--- config.mk ---
export PLATFORM = sky130hd
export DESIGN_NAME = diff_decoder_flat
export DESIGN_NICKNAME = d
export VERILOG_FILES = /design/src/rtl/diff_pkg.sv /design/src/rtl/diff_decoder_if.sv /design/src/rtl/diff_add.sv /design/src/rtl/diff_decoder.sv /design/src/flat_wrapper.sv
export SDC_FILE = /design/constraint.sdc
export NUM_CORES = 1
export LEC_CHECK = 0
export CELL_PAD_IN_SITES_DETAIL_PLACEMENT = 2
export CELL_PAD_IN_SITES_GLOBAL_PLACEMENT = 2
export CORE_MARGIN = 4
export CORE_UTILIZATION = 30
export DETAILED_ROUTE_END_ITERATION = 12
export GPL_TIMING_DRIVEN = 0
export PLACE_DENSITY = 0.87
export SLEW_MARGIN = 20
export SYNTH_ARGS = -nofsm -noshare
export SYNTH_HDL_FRONTEND = slang
export SYNTH_HIERARCHICAL = 1
export SYNTH_SLANG_ARGS = --single-unit
--- constraint.sdc ---
create_clock -name clk -period 2.15 [get_ports clk]
set_input_delay 0.43 -clock clk [delete_from_list [all_inputs] [get_ports clk]]
set_output_delay 0.43 -clock clk [all_outputs]
set_load 0.005 [all_outputs]
--- src/rtl/diff_pkg.sv ---
`default_nettype none
// ============================================================================
//  Module      : diff_pkg
//  Description : Shared state encoding and default sizing for the differential
//                decoder.
//  Revision    : 1.0
// ============================================================================
package diff_pkg;

    localparam int c_DEF_WIDTH     = 4;
    localparam int c_DEF_FRAME_LEN = 8;
    localparam int c_CNT_W         = 8;

    typedef enum logic [0:0] {
        SEED = 1'b0,
        RUN  = 1'b1
    } state_t;

endpackage
`default_nettype wire

--- src/rtl/diff_decoder_if.sv ---
`default_nettype none
// ============================================================================
//  Module      : diff_decoder_if
//  Description : Valid/ready input and output streams of the differential
//                decoder. The decoder takes the slave view.
//  Revision    : 1.0
// ============================================================================
interface diff_decoder_if
    import diff_pkg::*;
#(
    parameter int WIDTH = c_DEF_WIDTH
);
    logic             in_valid;
    logic             in_ready;
    logic [WIDTH-1:0] in_s;
    logic             in_cout;
    logic             out_valid;
    logic             out_ready;
    logic [WIDTH-1:0] out_q;
    logic             out_last;
    logic             out_err;

    modport master (
        output in_valid, in_s, in_cout, out_ready,
        input  in_ready, out_valid, out_q, out_last, out_err
    );

    modport slave (
        input  in_valid, in_s, in_cout, out_ready,
        output in_ready, out_valid, out_q, out_last, out_err
    );

endinterface
`default_nettype wire

--- src/rtl/diff_add.sv ---
`default_nettype none
// ============================================================================
//  Module      : diff_add
//  Description : Adds a difference to the previous sample and derives the
//                no-borrow flag the encoder's subtractor should have produced.
//  Revision    : 1.0
// ============================================================================
module diff_add
    import diff_pkg::*;
#(
    parameter int WIDTH = c_DEF_WIDTH
) (
    input  wire logic [WIDTH-1:0] i_prev,
    input  wire logic [WIDTH-1:0] i_diff,
    output logic      [WIDTH-1:0] o_sum,
    output logic                  o_nb_exp
);

    logic [WIDTH:0] w_sum;

    // A carry out means cur wrapped below prev, i.e. the subtractor borrowed.
    assign w_sum    = {1'b0, i_prev} + {1'b0, i_diff};
    assign o_sum    = w_sum[WIDTH-1:0];
    assign o_nb_exp = ~w_sum[WIDTH];

endmodule
`default_nettype wire

--- src/rtl/diff_decoder.sv ---
`default_nettype none
// ============================================================================
//  Module      : diff_decoder
//  Description : Rebuilds samples from a seed word followed by FRAME_LEN
//                modular differences, flagging inconsistent no-borrow bits.
//  Revision    : 1.0
// ============================================================================
module diff_decoder
    import diff_pkg::*;
#(
    parameter int WIDTH     = c_DEF_WIDTH,
    parameter int FRAME_LEN = c_DEF_FRAME_LEN
) (
    input  wire logic       clk,
    input  wire logic       rst,
    diff_decoder_if.slave   bus,
    input  wire logic       err_clr,
    output logic            err
);

    localparam logic [c_CNT_W-1:0] c_LAST_CNT = c_CNT_W'(FRAME_LEN - 1);

    state_t             r_state;
    state_t             w_state_nxt;
    logic [WIDTH-1:0]   r_prev;
    logic [WIDTH-1:0]   w_prev_nxt;
    logic [c_CNT_W-1:0] r_cnt;
    logic [c_CNT_W-1:0] w_cnt_nxt;
    logic               r_valid;
    logic               r_last;
    logic               w_last_nxt;
    logic               r_oerr;
    logic               w_oerr_nxt;
    logic               r_err;
    logic               r_err_pend;
    logic               w_in_ready;
    logic               w_in_acc;
    logic [WIDTH-1:0]   w_sum;
    logic               w_nb_exp;

    assign w_in_ready = !r_valid || bus.out_ready;
    assign w_in_acc   = bus.in_valid && w_in_ready;

    diff_add #(
        .WIDTH (WIDTH)
    ) u_add (
        .i_prev   (r_prev),
        .i_diff   (bus.in_s),
        .o_sum    (w_sum),
        .o_nb_exp (w_nb_exp)
    );

    always_ff @(posedge clk) begin
        if (rst) begin
            r_state <= SEED;
        end else begin
            r_state <= w_state_nxt;
        end
    end

    always_comb begin
        w_state_nxt = r_state;
        w_prev_nxt  = r_prev;
        w_cnt_nxt   = r_cnt;
        w_last_nxt  = r_last;
        w_oerr_nxt  = r_oerr;
        if (w_in_acc) begin
            case (r_state)
                SEED: begin
                    w_prev_nxt  = bus.in_s;
                    w_last_nxt  = 1'b0;
                    w_oerr_nxt  = 1'b0;
                    w_cnt_nxt   = '0;
                    w_state_nxt = RUN;
                end
                RUN: begin
                    w_prev_nxt = w_sum;
                    w_oerr_nxt = (bus.in_cout != w_nb_exp);
                    if (r_cnt == c_LAST_CNT) begin
                        w_last_nxt  = 1'b1;
                        w_cnt_nxt   = '0;
                        w_state_nxt = SEED;
                    end else begin
                        w_last_nxt = 1'b0;
                        w_cnt_nxt  = r_cnt + 1'b1;
                    end
                end
                default: begin
                    w_state_nxt = SEED;
                end
            endcase
        end
    end

    // The output sample is also the reconstruction history, so one register
    // serves as both prev and out_q; it only changes on an accepted word.
    always_ff @(posedge clk) begin
        if (rst) begin
            r_prev     <= '0;
            r_cnt      <= '0;
            r_valid    <= 1'b0;
            r_last     <= 1'b0;
            r_oerr     <= 1'b0;
            r_err_pend <= 1'b0;
            r_err      <= 1'b0;
        end else begin
            r_prev     <= w_prev_nxt;
            r_cnt      <= w_cnt_nxt;
            r_last     <= w_last_nxt;
            r_oerr     <= w_oerr_nxt;
            if (w_in_acc) begin
                r_valid <= 1'b1;
            end else if (bus.out_ready) begin
                r_valid <= 1'b0;
            end
            r_err_pend <= w_in_acc && (r_state == RUN) && w_oerr_nxt;
            r_err      <= r_err_pend || (r_err && !err_clr);
        end
    end

    assign bus.in_ready  = w_in_ready;
    assign bus.out_valid = r_valid;
    assign bus.out_q     = r_prev;
    assign bus.out_last  = r_last;
    assign bus.out_err   = r_oerr;
    assign err           = r_err;

endmodule
`default_nettype wire

--- src/flat_wrapper.sv ---
// flat-port wrapper written by rule: the top's interface ports become plain ports
module diff_decoder_flat import diff_pkg::*;
#(
    parameter int WIDTH     = c_DEF_WIDTH,
    parameter int FRAME_LEN = c_DEF_FRAME_LEN
)
  (clk, rst, err_clr, err, bus_in_valid, bus_in_s, bus_in_cout, bus_out_ready, bus_in_ready, bus_out_valid, bus_out_q, bus_out_last, bus_out_err);
  diff_decoder_if #(.WIDTH(WIDTH)) bus_i ();
  input  wire logic clk;
  input  wire logic rst;
  input  wire logic err_clr;
  output logic err;
  input wire logic [$bits(bus_i.in_valid)-1:0] bus_in_valid;
  input wire logic [$bits(bus_i.in_s)-1:0] bus_in_s;
  input wire logic [$bits(bus_i.in_cout)-1:0] bus_in_cout;
  input wire logic [$bits(bus_i.out_ready)-1:0] bus_out_ready;
  output wire logic [$bits(bus_i.in_ready)-1:0] bus_in_ready;
  output wire logic [$bits(bus_i.out_valid)-1:0] bus_out_valid;
  output wire logic [$bits(bus_i.out_q)-1:0] bus_out_q;
  output wire logic [$bits(bus_i.out_last)-1:0] bus_out_last;
  output wire logic [$bits(bus_i.out_err)-1:0] bus_out_err;
  assign bus_i.in_valid = bus_in_valid;
  assign bus_i.in_s = bus_in_s;
  assign bus_i.in_cout = bus_in_cout;
  assign bus_i.out_ready = bus_out_ready;
  assign bus_in_ready = bus_i.in_ready;
  assign bus_out_valid = bus_i.out_valid;
  assign bus_out_q = bus_i.out_q;
  assign bus_out_last = bus_i.out_last;
  assign bus_out_err = bus_i.out_err;
  diff_decoder #(.WIDTH(WIDTH), .FRAME_LEN(FRAME_LEN)) u_core (.clk(clk), .rst(rst), .bus(bus_i), .err_clr(err_clr), .err(err));
endmodule
Word-level counts from Yosys, hierarchy flattened
Cells that the tools add are included.
{"block": "classes", "n_addsub": 2, "eq_ne": 2, "n_mux": 11, "bitwise_logic": 2, "n_reduce_logical": 9}
{"operator": "8-bit case mux with 2 select lines", "n": 1}
{"operator": "8-bit by 1-bit adder with 8-bit output, second input constant", "n": 1}
{"operator": "8-bit by 3-bit equality test with 1-bit output, second input constant", "n": 1}
{"operator": "8-bit 2-to-1 mux", "n": 1}
{"operator": "4-bit case mux with 2 select lines", "n": 1}
{"operator": "1-bit case mux with 2 select lines", "n": 3}
{"operator": "4-bit by 4-bit adder with 5-bit output", "n": 1}
{"operator": "1-bit 2-to-1 mux", "n": 5}
{"operator": "1-bit logical AND", "n": 4}
{"operator": "1-bit zero test", "n": 2}
{"operator": "1-bit logical OR", "n": 2}
{"operator": "1-bit inverter", "n": 2}
{"operator": "2-bit nonzero test", "n": 1}
{"operator": "1-bit inequality test", "n": 1}
{"block": "word_totals", "register_bits": 18, "in_bits": 10, "elab_cells": 34}

Longest topological paths before layout
Gate-level depths: netlist of the first run.
{"block": "depth", "ltp_word": 6, "ltp_mapped": 9}

Hierarchy
Netlist of the first run, hierarchy kept.
{"mod": "diff_decoder", "instances": 1, "cells_each": 100, "area_each_um2": 884.6, "seq_area_each_um2": 360.3}
{"mod": "diff_add", "instances": 1, "cells_each": 16, "area_each_um2": 135.1, "seq_area_each_um2": 0.0}

Least setup slack after synthesis of the first run
OpenSTA, ideal clock, no wires.
{"block": "synth_timing", "kind": "input to register", "from": "in bus_in_s[0]", "to": "reg u_core.r_oerr (netlist: u_core/bus.out_err)", "setup_time_ps": 116, "arrival_ps": 1635, "required_time_ps": 2034, "setup_slack_ps": 399, "stages": 9, "n_path_buf": 0, "path_cell_list": "ha_1 > inv_1 > fa_1 > inv_1 > a21o_1 > a21oi_1 > xnor2_1 > nor3_1 > a31o_2"}
{"block": "synth_via", "elab_chain_len": 5}
{"item": "start, declared", "line": "flat_wrapper.sv:14", "rtl": "input wire logic [$bits(bus_i.in_s)-1:0] bus_in_s;"}
{"item": "4-bit by 4-bit adder with 5-bit output", "line": "diff_add.sv:22", "rtl": "assign w_sum = {1'b0, i_prev} + {1'b0, i_diff};"}
{"item": "1-bit inverter", "line": "diff_add.sv:24", "rtl": "assign o_nb_exp = ~w_sum[WIDTH];"}
{"item": "named net u_core.w_nb_exp", "line": "diff_decoder.sv:39", "rtl": "logic w_nb_exp;"}
{"item": "1-bit inequality test", "line": "diff_decoder.sv:78", "rtl": "w_oerr_nxt = (bus.in_cout != w_nb_exp);"}
{"item": "1-bit case mux with 2 select lines", "line": "diff_decoder.sv:68", "rtl": "case (r_state)"}
{"item": "1-bit 2-to-1 mux", "line": "diff_decoder.sv:67", "rtl": "if (w_in_acc) begin"}
{"item": "end signal, assigned", "line": "diff_decoder.sv:110", "rtl": "r_oerr <= w_oerr_nxt;"}
{"item": "end, declared", "line": "diff_decoder.sv:32", "rtl": "logic r_oerr;"}
The timed path passes the listed nets, and every way through them passes these cells.
A chain may end at the register's enable or synchronous reset.

Worst setup path in the final report of the first run
Ends and elaborated chain as after synthesis.

==> impl_metrics.ini, run 1 <==
[cts]
cts_buffers = 3
clk_path_buf_depth = 2
clkTransAtPathRegs_ns = 0.10
h-tree-depth = 1
insertion_delay_ns = 0.28
clock-sinks = 18
cts_tree = done
cts_root_buf = clkbuf_4

[route]
ant_nets = 0
drt-total-wl_mm = 2.83
first_pass_iters = 3
vias = 906
routed_via_density = 5.03
drt_iter0_drc = 15
wire_per_inst_microns = 15.7
drc_errors = 0

[sta]
tightest_slew_ns = 0.523
final_max_slew_viol_count = 0
fin_worst_skew_ns = 0.000838
period_share_pct = 95.6
setup_viol = 0
period_minus_slack_ns = 2.05
clock.fmax_mhz = 487
rsz0062_at_grt = false
hold_violations = 0
worst_hold_slack_ns = 0.486
relSlewSlack_pct = 65.1

[die]
ios = 19
die_area_sq_um = 4400
rows = 20
coreArea_sq_um = 3150
initial_core_util_pct = 32.3
die_height_microns = 66.3
fp.dieW_microns = 66.3

[synth]
synth_top_area_cell = dfxtp_1
synth_area_leaders = dfxtp_1, ha_1, nor2_1
ys_ff_latch = 18
synth_cells = 116
synthArstFlopShare_pct = 0
syn_area_per_cell_sq_um = 8.79
ys_seq_area_share_pct = 35.3
synth_warnings = 6
synth-main-ff-cell = dfxtp_1
synth_nets = 133
netlist.area_leader.share_pct = 35.3
synth.most_common_cell = dfxtp_1
netlist_top_cells_count = dfxtp_1, nor2_1, nand2_1, a21oi_1, inv_1
ys_types = 40
synthesis.area_sq_um = 1020
synth_edf_count = 0

[power]
p_per_area_nw_per_um2 = 528
peakVddDrop_uv = 196
leakage_uw = 0.000490

[global_route]
grt.total_usage_pct = 14.2
grt_pass1_wl_mm = 4.77
antenna_found_initial = 0
grt_overflow_total = 0
grt_pass1_vias = 1010
grt_max_degree = 11

[hold_path]
hold_class = reg2reg
hold_end = u_core/err
whs_path_depth = 2
min_from = u_core/r_err_pend

[setup_path]
r2r-end = u_core/bus.out_err
critPathArrivalTime_ns = 2.25
worstReg2RegStart = u_core/bus.out_q[0]
startpoint_type = input port
ff2ff_path_depth = 9
critPathRequiredTime_ns = 2.34
ff2ff_setup_slack_ns = 0.35
end_kind = flip-flop
crit_fanout = 2
worstSetupPathType = in2reg

[placement]
placed_area_sq_um = 1240
io_buffers = 17
routabilityCongestion = 0.719
place_hpwl_mm = 2.15

[finish]
antenna_cells = 0
drive_above_1_share_pct = 12.5
post-route-util_pct = 40.3
final_area_sq_um = 1270
syn2layout_area_growth_pct = 24.5
nets = 155

[job]
maxCapViolCount = 0

[run_status]
outcome = complete, no violations
==> repair_timing <==
item,4_1_cts,5_1_grt
gates resized for setup,0,1
setup endpoints to repair,0,1
hold buffers,0,0
buffers inserted,0,0
==> cells by family after synthesis <==
group                      synth area share (%)
DFF                                        35.3
muxes                                      3.93
buffers and inverters                      7.12
AOI/OAI and AO/OA                          18.9
xor gates and xnor gates                   2.58
and+or+nand+nor                            22.8
adders and majority gates                  9.33
==> cells in the final DEF, fill, tap and decap left out, types with 2 or more instances in the layout <==
cell type and instances:
ha_1 6, and2_1 2, nor2_1 11, a21oi_1 8, a31oi_1 2, clkdlybuf4s50_1 17, nand2_1 9, buf_6 2
nand3_1 6, inv_1 8, a211oi_1 3, nor3_1 4, mux2i_1 4, clkbuf_1 2, xnor2_1 3, a21o_1 2
o211ai_1 2, nand2_2 2, clkbuf_4 3, dfxtp_1 18
==> critical path: stages <==
cell and delay (ns):
clkdlybuf4s50_1 0.48, ha_1 0.18, inv_1 0.06, fa_2 0.36, inv_1 0.07, a21o_1 0.11, a21oi_1 0.07, xnor2_1 0.16
nor3_1 0.08, a31o_2 0.23
==> worst max path at each step <==
| stage | from | slack, ns | end |
|---|---|---|---|
| finish | bus_in_s[0] | 0.1 | u_core/bus.out_err |
| global route | bus_in_s[0] | 0.06 | u_core/bus.out_err |
| CTS | bus_in_s[0] | 0.04 | u_core/bus.out_err |
| detailed placement | bus_in_s[0] | -0.26 | u_core/bus.out_err |
| global placement | bus_in_s[0] | -0.23 | u_core/bus.out_err |
| floorplan | bus_in_s[0] | 0.40 | u_core/bus.out_err |
==> stage by stage <==
step | cells | power (uW) | setup slack (ns) | TNS, ns
after detailed placement | 177 | 511 | -0.263 | -0.452
final | 180 | 670 | 0.0954 | 0
after global placement | 177 | 498 | -0.231 | -0.320
after floorplan | 116 | 448 | 0.399 | 0
after global routing | 180 | 715 | 0.0594 | 0
after CTS | 180 | 680 | 0.0371 | 0
==> where the power goes <==
group	internal, uW	switching, uW	leakage (uW)
Clock	65.0	103	0.0000138
Sequential	346	10.4	0.000147
Combinational	76.6	69.0	0.000329
==> sequential cells by signal, indices dropped and copies added, names as in the netlist <==
signal / count
u_core/bus.out_last: 1
u_core/bus.out_q: 4
u_core/r_cnt: 8
u_core/r_state: 1
u_core/bus.out_valid: 1
u_core/r_err_pend: 1
u_core/bus.out_err: 1
u_core/err: 1
==> routing by layer <==
metal	share of wire (%)	global-route usage, %
met1	43	15.7
met2	54	27.0
met3	2.3	2.38
met4	1.1	4.57
met5	0	0
==> area by class of cell <==
type | count | area [sq um]
Clock buffer | 3 | 22.5
Tap cell | 44 | 55.1
Buffer | 6 | 42.5
Fill cell | 381 | 1880
Timing Repair Buffer | 17 | 170
Multi-Input combinational cell | 84 | 589
Inverter | 8 | 30.0
Sequential cell | 18 | 360
Power figures use the tool's default switching activity.
==> run 2, diff against run 1 <==
--- a/config.mk
+++ b/config.mk
@@ -17,3 +17,4 @@
 export SYNTH_HDL_FRONTEND = slang
 export SYNTH_HIERARCHICAL = 1
 export SYNTH_SLANG_ARGS = --single-unit
+export TNS_END_PERCENT = 50
==> results of run 2 <==
Final layout, timing and power as in run 1 (identical DEF).
